`src/rtl/word_serializer_if.sv`:
```
// Handshake and serial-output bundle for word_serializer.
// The upstream/test side uses master; the serializer uses slave.
interface word_serializer_if #(
    parameter int WIDTH = 8
);
    logic [WIDTH-1:0] dataIn;
    logic             dataValid;
    logic             dataReady;
    logic             stall;
    logic             serialOut;
    logic             serialValid;
    logic             busy;
    logic             frameDone;

    modport master (
        output dataIn,
        output dataValid,
        output stall,
        input  dataReady,
        input  serialOut,
        input  serialValid,
        input  busy,
        input  frameDone
    );

    modport slave (
        input  dataIn,
        input  dataValid,
        input  stall,
        output dataReady,
        output serialOut,
        output serialValid,
        output busy,
        output frameDone
    );
endinterface

```
`src/rtl/word_serializer.sv`:
```
// Parallel-in, serial-out stage feeding the pattern detector's serial input.
// Optional macro SERIALIZER_PARITY_EN appends an even-parity bit to every frame.
module word_serializer #(
    parameter int WIDTH     = 8,
    parameter bit MSB_FIRST = 1'b1
) (
    input logic              clk,
    input logic              reset,
    word_serializer_if.slave bus
);

`ifdef SERIALIZER_PARITY_EN
    localparam int FRAME = WIDTH + 1;
`else
    localparam int FRAME = WIDTH;
`endif
    localparam int CNT_W = $clog2(FRAME + 1);

    typedef enum logic {IDLE, SHIFT} state_t;

    state_t           state, stateNext;
    logic [CNT_W-1:0] bitCnt, cntNext;
    logic [WIDTH-1:0] shiftReg, shiftNext, rotated;
    logic             outReg, outNext;
    logic             validReg, validNext;
    logic             busyReg, busyNext;
    logic             doneReg, doneNext;
    logic             firstBit, nextBit, advBit;
    logic             lastBit, accept;
`ifdef SERIALIZER_PARITY_EN
    logic             parityReg, parityNext;
`endif

    // The register rotates so the bit to present next always sits at a fixed position.
    if (MSB_FIRST) begin : g_msb
        assign firstBit = bus.dataIn[WIDTH-1];
        assign rotated  = {shiftReg[WIDTH-2:0], shiftReg[WIDTH-1]};
        assign nextBit  = shiftReg[WIDTH-2];
    end else begin : g_lsb
        assign firstBit = bus.dataIn[0];
        assign rotated  = {shiftReg[0], shiftReg[WIDTH-1:1]};
        assign nextBit  = shiftReg[1];
    end

`ifdef SERIALIZER_PARITY_EN
    assign advBit = (bitCnt == CNT_W'(WIDTH - 1)) ? parityReg : nextBit;
`else
    assign advBit = nextBit;
`endif

    assign lastBit       = (state == SHIFT) && (bitCnt == CNT_W'(FRAME - 1));
    assign bus.dataReady = !reset && !bus.stall && ((state == IDLE) || lastBit);
    assign accept        = bus.dataValid && bus.dataReady;

    assign bus.serialOut   = outReg;
    assign bus.serialValid = validReg;
    assign bus.busy        = busyReg;
    assign bus.frameDone   = doneReg;

    always_ff @(posedge clk) begin
        if (reset) begin
            state     <= IDLE;
            bitCnt    <= '0;
            shiftReg  <= '0;
            outReg    <= 1'b0;
            validReg  <= 1'b0;
            busyReg   <= 1'b0;
            doneReg   <= 1'b0;
`ifdef SERIALIZER_PARITY_EN
            parityReg <= 1'b0;
`endif
        end else begin
            state     <= stateNext;
            bitCnt    <= cntNext;
            shiftReg  <= shiftNext;
            outReg    <= outNext;
            validReg  <= validNext;
            busyReg   <= busyNext;
            doneReg   <= doneNext;
`ifdef SERIALIZER_PARITY_EN
            parityReg <= parityNext;
`endif
        end
    end

    // A stalled SHIFT cycle falls through to the defaults: everything holds, valid/done drop.
    always_comb begin
        stateNext  = state;
        cntNext    = bitCnt;
        shiftNext  = shiftReg;
        outNext    = outReg;
        validNext  = 1'b0;
        busyNext   = busyReg;
        doneNext   = 1'b0;
`ifdef SERIALIZER_PARITY_EN
        parityNext = parityReg;
`endif
        if (accept) begin
            stateNext  = SHIFT;
            cntNext    = '0;
            shiftNext  = bus.dataIn;
            outNext    = firstBit;
            validNext  = 1'b1;
            busyNext   = 1'b1;
`ifdef SERIALIZER_PARITY_EN
            parityNext = ^bus.dataIn;
`endif
        end else if (state == SHIFT && !bus.stall) begin
            if (lastBit) begin
                stateNext = IDLE;
                cntNext   = '0;
                outNext   = 1'b0;
                busyNext  = 1'b0;
            end else begin
                cntNext   = bitCnt + CNT_W'(1);
                shiftNext = rotated;
                outNext   = advBit;
                validNext = 1'b1;
                doneNext  = (bitCnt == CNT_W'(FRAME - 2));
            end
        end else if (state == IDLE) begin
            outNext  = 1'b0;
            busyNext = 1'b0;
        end
    end

endmodule

```
`src/flat_wrapper.sv`:
```
// flat-port wrapper written by rule: the top's interface ports become plain ports
module word_serializer_flat 
#(
    parameter int WIDTH     = 8,
    parameter bit MSB_FIRST = 1'b1
)
  (clk, reset, bus_dataIn, bus_dataValid, bus_stall, bus_dataReady, bus_serialOut, bus_serialValid, bus_busy, bus_frameDone);
  word_serializer_if #(.WIDTH(WIDTH)) bus_i ();
  input logic clk;
  input logic reset;
  input wire logic [$bits(bus_i.dataIn)-1:0] bus_dataIn;
  input wire logic [$bits(bus_i.dataValid)-1:0] bus_dataValid;
  input wire logic [$bits(bus_i.stall)-1:0] bus_stall;
  output wire logic [$bits(bus_i.dataReady)-1:0] bus_dataReady;
  output wire logic [$bits(bus_i.serialOut)-1:0] bus_serialOut;
  output wire logic [$bits(bus_i.serialValid)-1:0] bus_serialValid;
  output wire logic [$bits(bus_i.busy)-1:0] bus_busy;
  output wire logic [$bits(bus_i.frameDone)-1:0] bus_frameDone;
  assign bus_i.dataIn = bus_dataIn;
  assign bus_i.dataValid = bus_dataValid;
  assign bus_i.stall = bus_stall;
  assign bus_dataReady = bus_i.dataReady;
  assign bus_serialOut = bus_i.serialOut;
  assign bus_serialValid = bus_i.serialValid;
  assign bus_busy = bus_i.busy;
  assign bus_frameDone = bus_i.frameDone;
  word_serializer #(.WIDTH(WIDTH), .MSB_FIRST(MSB_FIRST)) u_core (.clk(clk), .reset(reset), .bus(bus_i));
endmodule
```
`config.mk`:
```
export PLATFORM = sky130hd
export DESIGN_NAME = word_serializer_flat
export DESIGN_NICKNAME = d
export VERILOG_FILES = /design/src/rtl/word_serializer_if.sv /design/src/rtl/word_serializer.sv /design/src/flat_wrapper.sv
export SDC_FILE = /design/constraint.sdc
export NUM_CORES = 1
export LEC_CHECK = 0
export CORE_MARGIN = 2
export CORE_UTILIZATION = 44
export CTS_BUF_LIST = sky130_fd_sc_hd__clkbuf_16
export DETAILED_ROUTE_END_ITERATION = 12
export PLACE_DENSITY_LB_ADDON = 0.05
export REMOVE_ABC_BUFFERS = 1
export SLEW_MARGIN = 20
export SYNTH_ARGS = -nofsm -noshare
export SYNTH_HDL_FRONTEND = slang
export SYNTH_SLANG_ARGS = --single-unit
```
`constraint.sdc`:
```
create_clock -name clk -period 1.49 [get_ports clk]
set_clock_uncertainty 0.15 [all_clocks]
set_input_delay 0.2235 -clock clk [delete_from_list [all_inputs] [get_ports clk]]
set_output_delay 0.2235 -clock clk [all_outputs]
set_load 0.05 [all_outputs]
```
==> results.cfg, run 1 <==
[run]
max-cap-violations = 0

[route]
dr.pass1.iters = 4
drt_iter0_drc = 25
routed_wl_mm = 2.27
vias = 829
vias_per_cell = 5.49
final_antenna_net_count = 0
drc = 0
wl_per_cell_um = 15.0

[placed_design]
placed_area_um2 = 1240
dpl_worst_slack_ps = -341
port_buffers = 16
dpl.cell_count = 143
dpl.hpwl_mm = 1.56
routabilityCongestion = 0.780

[floorplanning]
dieArea_um2 = 2350
rows = 16
io_pins = 17
dieWidth_um = 48.5
start_util_pct = 45.4
core_region_area_um2 = 1920
dieHeight_um = 48.5

[sta]
tightestPinTransition_ps = 301
post-route-period-util_pct = 112
tns_ps = -1110
finalSetupViolCount = 11
min_period_ps = 1670
maxSlewViolCount = 0
final-hold-violation-count = 0
max_freq_mhz = 599
rsz0062_at_grt = true
max-slew-margin-rel_pct = 79.7
setup_ws_ps = -180

[cts]
cts_buffer_depth = 2
path_clk_slew_ps = 50
ctsHoldBuffers = 0
cts_tree = done
root_buffer = clkbuf_16
numCtsBuffers = 3
cts_max_level = 1
numClockSinks = 17
clkLatencyLatePin_ps = 240

[global_route]
met1_usage_pct = 25.1
antenna_found_initial = 0
grt_use_met2_pct = 35.0
grt_pass1_wl_mm = 3.60
grtUsageTotal_pct = 19.8
gr-total-overflow = 0
grt_max_degree = 11
grt_busiest_layer = met2
grt_use_met3_pct = 2.78
grt_pass1_vias = 801

[pwr]
power.share.clock_pct = 43.1
internal_power_mw = 0.952
ir_drop_uv = 586
seqPwrFrac_pct = 39.7
pwr_density_cell_nw_per_um2 = 872
p_leak_nw = 0.583
switching_share_pct = 22.9
combinationalPowerShare_pct = 17.2
p_switching_mw = 0.282

[setup_path]
worstPathMaxFanout = 3
path_cells = ha_4 > nand3b_4 > a211oi_2 > buf_4 > buf_12
crit_required_ps = 1120
endpoint_kind = output port
arrival_ps = 1300
slowest_delay_ps = 350
start_kind = register
critical-path-slowest-cell = dfxtp_2
crit_type = reg -> out

[yosys]
synth_cells = 85
synthMuxAreaShare_pct = 0
yosys.area.top_type = dfxtp_1
synth-adder-area-share_pct = 2.87
yosysSeqAreaShare_pct = 39.0
synth_cell_types = 34
syn_area_um2 = 872
yosys.area_share.simple_pct = 23.2
ys_warn_count = 0
syn_area_per_cell_um2 = 10.3
synth.area.top_cells = dfxtp_1 (39%), a221o_1 (6.9%), buf_6 (3.9%)
synthXorXnorAreaFrac_pct = 1.00
ys_seq_elements = 17
synth_compound_area_share_pct = 28.1
synth_top_cell_area_share_pct = 39.0
synth_top_family_by_area = compound AO/OA/AOI/OAI gates

[finish]
regArea_um2 = 344
final_nets = 139
fin_util_pct = 73.6
fillCellCount = 147
n_antenna_cell = 0
fin_area_um2 = 1420
finalNonFillerCells = 151
syn_to_final_growth_pct = 62.3
multi_input_area_um2 = 541
final_layout_size_suffix_gt1_share_pct = 41.1

[worst_hold_path]
hold_class = reg -> reg

[outcome]
violations = setup timing
status = complete, but fails checks
-- cells by family (layout without fill, tap and decap cells) --
| group | Yosys count | count (layout) |
|---|---|---|
| AO/OA/AOI/OAI | 30 | 30 |
| AND/OR/NAND/NOR | 28 | 28 |
| flip-flops | 17 | 17 |
| buffers and inverters | 7 | 46 |
| adder cells (fa/ha/maj) | 2 | 2 |
| XOR/XNOR | 1 | 1 |
-- placed cells by master (no fill, tap or decap), drive strengths merged --
master	Yosys	routed
dfxtp	17	17
a2111oi	1	1
clkdlybuf4s50	0	10
a21o	1	1
a311oi	2	2
nor3	2	2
nor4b	1	1
inv	2	2
nand3b	3	3
and4	3	3
a221o	6	6
nor2	3	3
or4	1	1
and3b	1	1
nand2	2	2
xor2	1	1
nor2b	3	3
and3	1	1
clkinv	0	1
o211ai	1	1
o21ai	5	5
clkbuf	1	3
buf	4	29
o21ba	1	1
dlygate4sd2	0	1
nand4bb	1	1
nand2b	4	4
a211oi	6	6
a21oi	6	6
ha	2	2
a32o	1	1
nand3	3	3
-- timing repair --
| action | CTS | global route |
|---|---|---|
| cloned | 0 | 0 |
| pin swaps | 1 | 1 |
| endpoints found under the setup margin | 12 | 14 |
| setup buffers | 3 | 1 |
| gates resized for setup | 8 | 8 |
-- path summary, 6_finish.rpt --
| check | from | end | slack (ps) | cells past startpoint |
|---|---|---|---|---|
| worst max-delay path | u_core.bitCnt[0] | bus_dataReady | -180 | 5 |
| worst min-delay path | u_core.shiftReg[4] | u_core.shiftReg[4] | 360 | 1 |
| worst max register to register | u_core.bitCnt[0] | u_core.shiftReg[0] | -140 | 6 |
| worst min register to register | u_core.shiftReg[4] | u_core.shiftReg[4] | 360 | 1 |
-- layout make-up --
class | instances | area share, %
Clock buffer | 3 | 5.31
Clock inverter | 1 | 0.354
Inverter | 2 | 0.531
Multi-Input combinational cell | 61 | 38.2
Sequential cell | 17 | 24.3
Tap cell | 27 | 2.39
Timing Repair Buffer | 40 | 28.9
-- Yosys cell counts, drive strengths merged --
cell / instances
nand3b: 3
dfxtp: 17
nand3: 3
and4: 3
a21o: 1
nor3: 2
ha: 2
a32o: 1
or4: 1
xor2: 1
nand2b: 4
and3: 1
a211oi: 6
a311oi: 2
o21ai: 5
o211ai: 1
nand2: 2
nor2: 3
nand4bb: 1
a2111oi: 1
inv: 2
and3b: 1
nor2b: 3
buf: 4
a21oi: 6
nor4b: 1
clkbuf: 1
a221o: 6
o21ba: 1
-- critical path, delay by kind of cell, from the launching register on --
family          cells  cell delay (ps)
compound gates      1              190
simple gates        1               90
flops               1              350
fa+ha+maj           1              160
buf+inv             2              270
-- state kept, by name, indices dropped and copies added, names as in the netlist --
name and count:
u_core.bus.busy 1, u_core.shiftReg 8, u_core.bus.serialOut 1, u_core.bitCnt 4, u_core.bus.serialValid 1, u_core.bus.frameDone 1
u_core.state 1
-- per-layer routing --
layer | wire (um) | part of all wire, %
met1 | 1050 | 46
met2 | 1080 | 48
met3 | 117 | 5.1
met4 | 17 | 0.75
met5 | 0 | 0
-- through the flow --
step                total power [mW]  hold WS (ps)
floorplan                      0.572           142
global placement               0.686           316
detailed placement             0.688           338
CTS                             1.22           353
global route                    1.28           379
finish                          1.23           355
-- power by group through the flow --
stage | Clock, mW | Combinational [mW] | Sequential, mW
final | 0.532 | 0.212 | 0.490
after global routing | 0.566 | 0.225 | 0.492
after CTS | 0.535 | 0.200 | 0.490
after detailed placement | 0 | 0.191 | 0.497
after global placement | 0 | 0.189 | 0.496
after floorplan | 0 | 0.0611 | 0.511
Note: power is estimated with default switching activity, not from simulation.
==> run 2, diff against run 1 <==
CORE_UTILIZATION = 45   (was 44)
PLACE_DENSITY = 0.75   (was unset)
PLACE_DENSITY_LB_ADDON = unset   (was 0.05)
clock period = 2.1 ns   (was 1.49 ns; I/O delays follow)
==> results.cfg, run 2 (same netlist as run 1, synthesis figures left out) <==
[global_route]
grt_pass1_vias = 694
grt_use_met2_pct = 31.5
met1_usage_pct = 24.4
grt_pass1_wl_mm = 3.05
grt_busiest_layer = met2
grt_max_degree = 15
antenna_found_initial = 0
grt_use_met3_pct = 5.66
grtUsageTotal_pct = 19.8
gr-total-overflow = 0

[sta]
post-route-period-util_pct = 96.3
maxSlewViolCount = 0
fin_hold_ws_ps = 334
max-slew-margin-rel_pct = 63.9
setup_ws_ps = 77.1
max_freq_mhz = 494
finalSetupViolCount = 0
min_period_ps = 2020
final-hold-violation-count = 0
tightestPinTransition_ps = 541
rsz0062_at_grt = false

[floorplanning]
start_util_pct = 48.9
io_pins = 17
dieArea_um2 = 2310
rows = 15
dieWidth_um = 48.0
core_region_area_um2 = 1780
dieHeight_um = 48.0

[finish]
top_register = u_core.shiftReg
fillCellCount = 149
fin_util_pct = 65.1
fin_area_um2 = 1160
syn_to_final_growth_pct = 33.0
final_layout_size_suffix_gt1_share_pct = 17.0
final_common_cell = dfxtp_1
most-common-layout-cells = dfxtp_1 (17), clkdlybuf4s50_1 (15), a21oi_1 (6), a221o_1 (6), buf_4 (6)
reg.largest.list = u_core.shiftReg: 8 flops, u_core.bitCnt: 4 flops
n_antenna_cell = 0
final_nets = 121
largest_register_ffs = 8

[worst_hold_path]
holdPathStages = 1
worstHoldStart = u_core.shiftReg[0]
hold_class = reg -> reg
hold_path_end = u_core.shiftReg[0]

[setup_path]
reg2reg_slack_ps = 220
crit_required_ps = 1630
start_kind = register
arrival_ps = 1560
reg2reg_to = u_core.shiftReg[6]
worstRegToRegCells = 5
critPathBufInv = 1
worstReg2RegStart = u_core.bitCnt[0]
endpoint_kind = output port
worstPathMaxFanout = 5
critical-path-slowest-cell = dfxtp_1
path_cells = ha_1 > nand3b_4 > a211oi_2 > buf_12
slowest_delay_ps = 410
crit_family = flip-flops
crit_type = reg -> out

[placed_design]
placed_area_um2 = 1080
dpl.hpwl_mm = 1.38
routabilityCongestion = 0.806
port_buffers = 16
dpl_worst_slack_ps = 122

[cts]
cts_setup_buffers = 0
cts_max_level = 1
numClockSinks = 17
ctsHoldBuffers = 0
numCtsBuffers = 3
cts_tree = done
root_buffer = clkbuf_16
cts_buffer_depth = 2
cts_resized = 1
clkLatencyLatePin_ps = 250
path_clk_slew_ps = 50

[run]
max-cap-violations = 0

[pwr]
finalPower_mw = 0.835
p_leak_nw = 0.457
pwr_density_cell_nw_per_um2 = 720
ir_drop_uv = 497

[route]
vias = 751
vias_per_cell = 5.73
drt_iter0_drc = 10
final_antenna_net_count = 0
dr.pass1.iters = 4
routed_wl_mm = 2.00
drc = 0
wl_per_cell_um = 15.3

[outcome]
status = finished, final reports clean
run 2: changes by cell type in the layout (fill, tap and decap cells not counted), sizes merged:
cell | previous run | this run
clkdlybuf4s50 | 10 | 15
buf | 29 | 7
dlygate4sd2 | 1 | 0
clkinv | 1 | 0
inv | 2 | 3
run 2: stage by stage:
stage                     setup TNS, ps  instances
after floorplan                    -414         80
after global placement                0        127
after global routing                  0        131
final                                 0        131
after detailed placement              0        127
after CTS                             0        131
run 2: per-layer routing:
layer	part of all wire [%]	up-vias
met1	48	351
met3	3.8	4
li1	-	375
met2	46	21
met5	0	-
met4	2.2	0
run 2: area by class of cell:
| cell class | instances | area [um^2] | share of cell area [%] |
|---|---|---|---|
| clock inverters | 1 | 3.75 | 0.324 |
| inverters | 2 | 7.51 | 0.647 |
| well taps | 25 | 31.3 | 2.70 |
| clock buffers | 3 | 75.1 | 6.47 |
| flip-flops and latches | 17 | 340 | 29.3 |
| repair buffers | 22 | 215 | 18.6 |
| multi-input cells | 61 | 487 | 42.0 |
run 2: worst reg2reg max path: cells and delay by family (launching register included):
family | cells | cell delay (ps)
DFF | 1 | 410
AOI/OAI and AO/OA | 2 | 640
buffers and inverters | 1 | 200
adders and majority gates | 1 | 310
and+or+nand+nor | 1 | 100
run 2: where the power goes:
group	switching [mW]	total, mW	internal, mW
clock	0.124	0.377	0.253
combinational	0.0530	0.108	0.0548
sequential	0.0132	0.351	0.338
run 2: worst max path at each step:
stage,startpoint,endpoint,cells after the start
after floorplan,u_core.bitCnt[0],bus_dataReady,3
after global placement,bus_stall,u_core.bitCnt[3],4
after detailed placement,bus_stall,u_core.bitCnt[3],4
after CTS,u_core.bitCnt[0],bus_dataReady,4
after global routing,u_core.bitCnt[0],bus_dataReady,4
final,u_core.bitCnt[0],bus_dataReady,4
==> run 3, diff against run 2 <==
MAX_ROUTING_LAYER = met4   (was unset)
==> results.cfg, run 3 (same netlist as run 1, synthesis figures left out) <==
[cts]
numCtsBuffers = 3
root_buffer = clkbuf_16
path_clk_slew_ps = 50
ctsHoldBuffers = 0
cts_tree = done
numClockSinks = 17
cts_max_level = 1
clkLatencyLatePin_ps = 250
cts_buffer_depth = 2

[setup_path]
worstRegToRegCells = 5
arrival_ps = 1560
worstReg2RegStart = u_core.bitCnt[0]
reg2reg_slack_ps = 220
worstPathMaxFanout = 5
start_kind = register
slowest_delay_ps = 420
crit_family = flip-flops
crit_required_ps = 1630
path_cells = ha_1 > nand3b_4 > a211oi_2 > buf_12
critPathBufInv = 1
endpoint_kind = output port
reg2reg_to = u_core.shiftReg[6]
critical-path-slowest-cell = dfxtp_1
crit_type = reg -> out

[route]
drt_iter0_drc = 10
dr.pass1.iters = 4
vias = 751
routed_wl_mm = 2.00
drc = 0
final_antenna_net_count = 0
wl_per_cell_um = 15.3
vias_per_cell = 5.73

[global_route]
antenna_found_initial = 0
grt_max_degree = 15
grtUsageTotal_pct = 20.4
grt_use_met2_pct = 31.5
gr-total-overflow = 0
grt_pass1_wl_mm = 3.06
grt_use_met3_pct = 5.66
grt_busiest_layer = met2
met1_usage_pct = 24.4
grt_pass1_vias = 694

[finish]
largest_register_ffs = 8
top_register = u_core.shiftReg
final_nets = 121
most-common-layout-cells = dfxtp_1 (17), clkdlybuf4s50_1 (15), a21oi_1 (6), a221o_1 (6), buf_4 (6)
reg.largest.list = u_core.shiftReg: 8 flops, u_core.bitCnt: 4 flops
finalNonFillerCells = 131
final_layout_size_suffix_gt1_share_pct = 17.0
syn_to_final_growth_pct = 33.0
final_common_cell = dfxtp_1
fin_util_pct = 65.1
n_antenna_cell = 0

[placed_design]
dpl.hpwl_mm = 1.38
dpl_worst_slack_ps = 122
port_buffers = 16
routabilityCongestion = 0.818
dpl.cell_count = 127

[sta]
fin_hold_ws_ps = 334
finalSetupViolCount = 0
maxSlewViolCount = 0
max_freq_mhz = 494
rsz0062_at_grt = false
post-route-period-util_pct = 96.3
max-slew-margin-rel_pct = 63.9
setup_ws_ps = 77.7
tightestPinTransition_ps = 541
min_period_ps = 2020
final-hold-violation-count = 0

[worst_hold_path]
worstHoldStart = u_core.shiftReg[0]
hold_class = reg -> reg
hold_path_end = u_core.shiftReg[0]
holdPathStages = 1

[floorplanning]
dieWidth_um = 48.0
dieArea_um2 = 2310
rows = 15
io_pins = 17
start_util_pct = 48.9
dieHeight_um = 48.0
core_region_area_um2 = 1780

[pwr]
p_leak_nw = 0.457
pwr_density_cell_nw_per_um2 = 720
ir_drop_uv = 497
finalPower_mw = 0.835

[run]
max-cap-violations = 0

[outcome]
status = finished, final reports clean
-- run 3: worst max-delay path by stage --
stage	from	end	slack [ps]	cells after the start
after floorplan	u_core.bitCnt[0]	bus_dataReady	-410	3
after global placement	bus_stall	u_core.bitCnt[3]	150	4
after detailed placement	bus_stall	u_core.bitCnt[3]	120	4
after CTS	u_core.bitCnt[0]	bus_dataReady	90	4
after global routing	u_core.bitCnt[0]	bus_dataReady	3	4
final	u_core.bitCnt[0]	bus_dataReady	80	4
-- run 3: area by class of cell --
cell class | count | area, um^2
clock buffer | 3 | 75.1
timing repair buffer | 22 | 215
tap | 25 | 31.3
inverter | 2 | 7.51
fill | 149 | 623
multi-input combinational | 61 | 487
sequential | 17 | 340
clock inverter | 1 | 3.75
-- run 3: worst register-to-register path: stages, from the launching register on --
cell	delay (ps)
dfxtp_1	420
ha_1	310
nand3b_4	100
buf_4	200
a211oi_4	420
a221o_1	220
-- run 3: what timing repair did --
action,in CTS,in global routing
resized for setup,1,0
endpoints found under the setup margin,1,0
setup buffers,0,0
-- run 3: per-stage QoR --
step	setup TNS (ps)	instance area [um^2]
2_1_floorplan	-414	830
3_3_place_gp	0	1080
3_5_place_dp	0	1080
4_1_cts	0	1160
5_1_grt	0	1160
6_report	0	1160
-- run 3: routing by layer --
metal	up-vias	share of wire, %
met5	-	0
met2	21	46
met4	0	2.2
met3	4	3.8
li1	375	-
met1	351	48
-- run 3: power breakdown --
part | total [mW] | leakage [nW] | switching (mW) | internal [mW]
clock network | 0.377 | 0.0423 | 0.124 | 0.253
registers | 0.351 | 0.139 | 0.0132 | 0.338
logic | 0.108 | 0.276 | 0.0530 | 0.0548
total | 0.835 | 0.457 | 0.190 | 0.645
